==> src/rtl/length_adjust_counter.sv <==
// Up/down length counter driven by two raw push-buttons.
// Each button is synchronised and edge-detected. A lone held button auto-repeats
// its step after a hold delay. The count saturates or wraps at its bounds, and
// the frame sync clears it to MIN_VAL.
module length_adjust_counter #(
  parameter int unsigned WIDTH         = 7,
  parameter int unsigned MIN_VAL       = 0,
  parameter int unsigned MAX_VAL       = 127,
  parameter int unsigned WRAP          = 0,
  parameter int unsigned REPEAT_EN     = 1,
  parameter int unsigned HOLD_CYCLES   = 16,
  parameter int unsigned REPEAT_CYCLES = 8
) (
  input  logic             clk,
  input  logic             nrst,
  input  logic             btn_up,
  input  logic             btn_down,
  input  logic             sync,
  output logic [WIDTH-1:0] count,
  output logic             at_max,
  output logic             at_min,
  output logic             changed
);

  localparam int unsigned TMAX = (HOLD_CYCLES > REPEAT_CYCLES) ? HOLD_CYCLES : REPEAT_CYCLES;
  localparam int unsigned TW   = $clog2(TMAX + 1);

  localparam logic [WIDTH-1:0] MIN_V   = WIDTH'(MIN_VAL);
  localparam logic [WIDTH-1:0] MAX_V   = WIDTH'(MAX_VAL);
  localparam logic [TW-1:0]    HOLD_LD = TW'(HOLD_CYCLES - 1);
  localparam logic [TW-1:0]    REP_LD  = TW'(REPEAT_CYCLES - 1);

  typedef enum logic [1:0] {
    ST_IDLE,
    ST_HOLD,
    ST_REPEAT
  } state_t;

  logic             r_up_s1, r_up_s2, r_up_prev;
  logic             r_dn_s1, r_dn_s2, r_dn_prev;
  state_t           r_state, w_state_nxt;
  logic [TW-1:0]    r_timer, w_timer_nxt;
  logic             r_dir_up, w_dir_nxt;
  logic [WIDTH-1:0] r_count, w_count_nxt, w_step_val;
  logic             r_changed;

  logic w_up_rise, w_dn_rise, w_up_only, w_dn_only, w_lone;
  logic w_step, w_step_up;

  assign w_up_rise = r_up_s2 & ~r_up_prev;
  assign w_dn_rise = r_dn_s2 & ~r_dn_prev;
  assign w_up_only = r_up_s2 & ~r_dn_s2;
  assign w_dn_only = r_dn_s2 & ~r_up_s2;
  assign w_lone    = r_dir_up ? w_up_only : w_dn_only;

  // Two-flop synchronisers plus previous-value flops for edge detection
  always_ff @(posedge clk or negedge nrst) begin
    if (!nrst) begin
      r_up_s1   <= 1'b0;
      r_up_s2   <= 1'b0;
      r_up_prev <= 1'b0;
      r_dn_s1   <= 1'b0;
      r_dn_s2   <= 1'b0;
      r_dn_prev <= 1'b0;
    end else begin
      r_up_s1   <= btn_up;
      r_up_s2   <= r_up_s1;
      r_up_prev <= r_up_s2;
      r_dn_s1   <= btn_down;
      r_dn_s2   <= r_dn_s1;
      r_dn_prev <= r_dn_s2;
    end
  end

  // Press / hold / repeat sequencing: decides when a step is issued and its direction
  always_comb begin
    w_state_nxt = r_state;
    w_timer_nxt = r_timer;
    w_dir_nxt   = r_dir_up;
    w_step      = 1'b0;
    w_step_up   = r_dir_up;
    case (r_state)
      ST_IDLE: begin
        if (w_up_rise && w_up_only) begin
          w_step      = 1'b1;
          w_step_up   = 1'b1;
          w_dir_nxt   = 1'b1;
          w_timer_nxt = HOLD_LD;
          if (REPEAT_EN != 0) w_state_nxt = ST_HOLD;
        end else if (w_dn_rise && w_dn_only) begin
          w_step      = 1'b1;
          w_step_up   = 1'b0;
          w_dir_nxt   = 1'b0;
          w_timer_nxt = HOLD_LD;
          if (REPEAT_EN != 0) w_state_nxt = ST_HOLD;
        end
      end
      ST_HOLD, ST_REPEAT: begin
        if (!w_lone) begin
          w_state_nxt = ST_IDLE;
        end else if (r_timer == '0) begin
          w_step      = 1'b1;
          w_timer_nxt = REP_LD;
          w_state_nxt = ST_REPEAT;
        end else begin
          w_timer_nxt = r_timer - TW'(1);
        end
      end
      default: w_state_nxt = ST_IDLE;
    endcase
  end

  // Sequencer state, timer and latched direction
  always_ff @(posedge clk or negedge nrst) begin
    if (!nrst) begin
      r_state  <= ST_IDLE;
      r_timer  <= '0;
      r_dir_up <= 1'b0;
    end else begin
      r_state  <= w_state_nxt;
      r_timer  <= w_timer_nxt;
      r_dir_up <= w_dir_nxt;
    end
  end

  // Bounded step arithmetic, then sync clear taking priority over any step
  always_comb begin
    w_step_val = r_count;
    if (w_step_up) begin
      if (r_count < MAX_V) w_step_val = r_count + WIDTH'(1);
      else                 w_step_val = (WRAP != 0) ? MIN_V : MAX_V;
    end else begin
      if (r_count > MIN_V) w_step_val = r_count - WIDTH'(1);
      else                 w_step_val = (WRAP != 0) ? MAX_V : MIN_V;
    end
    w_count_nxt = r_count;
    if (sync)        w_count_nxt = MIN_V;
    else if (w_step) w_count_nxt = w_step_val;
  end

  // Count register and change pulse (high only when the value actually moved)
  always_ff @(posedge clk or negedge nrst) begin
    if (!nrst) begin
      r_count   <= MIN_V;
      r_changed <= 1'b0;
    end else begin
      r_count   <= w_count_nxt;
      r_changed <= (w_count_nxt != r_count);
    end
  end

  assign count   = r_count;
  assign changed = r_changed;
  assign at_max  = (r_count == MAX_V);
  assign at_min  = (r_count == MIN_V);

endmodule

==> config.mk <==
export PLATFORM = sky130hd
export DESIGN_NAME = length_adjust_counter
export DESIGN_NICKNAME = d
export VERILOG_FILES = /design/src/rtl/length_adjust_counter.sv
export SDC_FILE = /design/constraint.sdc
export NUM_CORES = 1
export LEC_CHECK = 0
export CORE_UTILIZATION = 51
export CTS_CLUSTER_SIZE = 10
export DETAILED_ROUTE_END_ITERATION = 12
export GPL_TIMING_DRIVEN = 0
export HOLD_SLACK_MARGIN = 0.02
export PLACE_DENSITY_LB_ADDON = 0.08
export SETUP_SLACK_MARGIN = 0.4
export SYNTH_ARGS = -nofsm -noshare
export SYNTH_HDL_FRONTEND = slang
export SYNTH_SLANG_ARGS = --single-unit
==> constraint.sdc <==
create_clock -name clk -period 2.02 [get_ports clk]
set_clock_uncertainty 0.05 [all_clocks]
set_input_delay 0.505 -clock clk [delete_from_list [all_inputs] [get_ports clk]]
set_output_delay 0.505 -clock clk [all_outputs]
set_load 0.01 [all_outputs]
==> flow_metrics.tcl <==
set metrics [dict create \
    period_needed_ns 2.064 \
    clock_path_buffers 2 \
    io_pins 15 \
    diodes 0 \
    leakagePower_nw 0.9956 \
    relSlewSlack_pct 32.06 \
    worst_setup_path_start_kind "flip-flop" \
    setup_violations 1 \
    antenna_found_initial 0 \
    worst-setup-path-type "reg2out" \
    clk_pin_slew_ns 0.14 \
    path_max_fanout 3 \
    crit_arrival_ns 1.51 \
    async_reset_ff_share_pct 100.0 \
    initial_utilization_pct 53.58 \
    period_share_pct 102.2 \
    grt-ovfl-total 0 \
    cp.required_ns 1.46 \
    ant_nets 0 \
    cts_sinks 22 \
    ir_drop_mv 0.8663 \
    ys.flop_type "dfrtp_1" \
    routed_wl_mm 4.249 \
    drt_iter0_drc 106 \
    rows 19 \
    fin_ws_ns -0.04441 \
    syn_area_sq_um 1478 \
    crit_family "flip-flops" \
    root_buffer "clkbuf_4" \
    wl_per_cell_microns 17.93 \
    synth.distinct_cells 53 \
    multiInputGateArea_sq_um 1027 \
    grt_util_all_layers_pct 26.64 \
    gp_congestion 0.8835 \
    synthMostInstantiatedCell "dfrtp_1" \
    place_inst 195 \
    cts-buffers-inserted 3 \
    area_growth_pct 52.58 \
    regToRegSetupSlack_ns 0.06 \
    violations "negative setup slack" \
    drive_gt1_share_pct 51.94 \
    hp-class "in2async" \
    via_count 1420 \
    drc 0 \
    rsz0062_at_grt "true" \
    die_area_sq_um 3116 \
    cpMaxStageDelayCell "dfrtp_1" \
    path_buf_inv 4 \
    finalHoldViolations 0 \
    p_per_area_nw_per_um2 980.8 \
    reg2reg_from "r_state[0]" \
    rr_worst_depth 8 \
    core-area_sq_um 2758 \
    die_y_microns 55.83 \
    synth-edff-count 0 \
    yosys.area.top_type "dfrtp_1" \
    drt-vias-per-instance 5.992 \
    avgSynthCellArea_sq_um 9.786 \
    grt_max_degree 23 \
    io_buffers 13 \
    drt_pass1_iterations 4 \
    ys_ff_latch 22 \
    power.total_mw 2.211 \
    syn_inst 151 \
    place_hpwl_mm 2.246 \
    worstSetupEndpointType "output port" \
    yosys_warnings 0 \
    ctsHtreeMaxLevel 1 \
    die_width_microns 55.83 \
    grt_pass1_wl_mm 6.396 \
    maxCapViolations 0 \
    synth_nets 163 \
    stdcell_count 237 \
    hold_buffers 0 \
    synth_top_cells_by_area "dfrtp_1 (37%), ha_1 (5.9%), a21oi_1 (3.7%), nand2_1 (3.3%), o21ai_0 (2.4%)" \
    clock_latency_ns 0.32 \
    cts_tree "done" \
    ys_seq_area_share_pct 37.26 \
    finalMaxSlewViolations 0 \
    fmax_mhz 484.4 \
    grt_pass1_vias 1321 \
    seq_area_sq_um 559.3 \
    worstMarginPinSlew_ns 1.017 \
    status "finished, violations left" \
    path_cells "clkbuf_8 -> inv_6 -> ha_4 -> nor2b_4 -> nand2_2 -> inv_2 -> buf_6" \
    timing.rr.end "changed" \
    cpPeakStageDelay_ns 0.43 \
    largest_reg_flops 7 \
    n_fill_cell 147 \
    synth_top_area_share_pct 37.26 \
    synth_common_cells "dfrtp_1 (22), nand2_1 (13), a21oi_1 (11), inv_1 (9), nor2_1 (9)" \
    final_nets 219 \
]
## placed cells by master, fill, tap and decap left out, types with 4 or more instances in the layout
master          n
dlygate4sd2_1   5
nor3_1          5
nor2_1          7
o21ai_1         6
inv_2           4
inv_1           4
nand2_1         8
buf_4          27
a21oi_1         6
dfrtp_1        15
dfrtp_2         7
a21oi_2         5
buf_6          16
## worst max path at each step
| stage | endpoint | slack, ns | cells past startpoint | start |
|---|---|---|---|---|
| global route | at_min | -0.1 | 7 | count[0] |
| CTS | at_min | -0.02 | 7 | count[0] |
| detailed placement | at_min | -0.25 | 6 | count[1] |
| finish | at_min | -0.04 | 7 | count[0] |
| global placement | at_min | -0.23 | 6 | count[1] |
| floorplan | count[5] | 0.25 | 8 | r_state[1] |
## worst register-to-register path, delay by kind of cell (launching register included)
kind | cells | cell delay (ns)
AO/OA/AOI/OAI | 4 | 0.82
adder cells (fa/ha/maj) | 1 | 0.16
buffers and inverters | 2 | 0.25
flip-flops | 1 | 0.39
AND/OR/NAND/NOR | 1 | 0.15
## report_power, final
group | internal (mW) | switching [mW]
logic | 0.690 | 0.620
clock network | 0.201 | 0.145
registers | 0.500 | 0.0552
total | 1.39 | 0.820
## what timing repair did
item / CTS / global route
gates resized for setup: 52 / 26
setup buffers: 28 / 9
pin swaps: 13 / 8
endpoints found under the setup margin: 24 / 30
gates cloned: 0 / 1
## kinds of logic after synthesis
family,synth area share [%]
muxes,2.963
AOI/OAI and AO/OA,23.88
DFF,37.26
and+or+nand+nor,23.28
adders and majority gates,5.927
buffers and inverters,5.504
xor gates and xnor gates,1.186
## routing by layer
layer / vias up / track usage (%) / wire length (microns)
li1: 667 / - / -
met1: 683 / 36.25 / 1880
met2: 60 / 44.23 / 2057
met3: 10 / 5.116 / 265
met4: 0 / 6.272 / 46
met5: - / 0 / 0
## through the flow
| stage | setup TNS (ns) | worst slack (ns) | hold WS [ns] | area [sq um] | utilization, % |
|---|---|---|---|---|---|
| 6_report | -0.04441 | -0.04441 | 0.2829 | 2255 | 81.76 |
| 4_1_cts | -0.01901 | -0.01901 | 0.3281 | 2101 | 76.18 |
| 5_1_grt | -0.1219 | -0.09972 | 0.3376 | 2255 | 81.76 |
| 2_1_floorplan | 0 | 0.2509 | 0.1594 | 1584 | - |
| 3_3_place_gp | -0.2254 | -0.2254 | 0.2918 | 1753 | 63.57 |
| 3_5_place_dp | -0.2482 | -0.2482 | 0.2878 | 1753 | 63.57 |
## area by class of cell
cell class,instances,share of cell area [%]
clock buffer,3,0.9989
tap,31,1.720
timing repair buffer,51,20.14
inverter,10,1.998
buffer,7,3.441
multi-input combinational,112,45.56
sequential,22,24.81
clock inverter,1,1.332
Power figures use the tool's default switching activity.
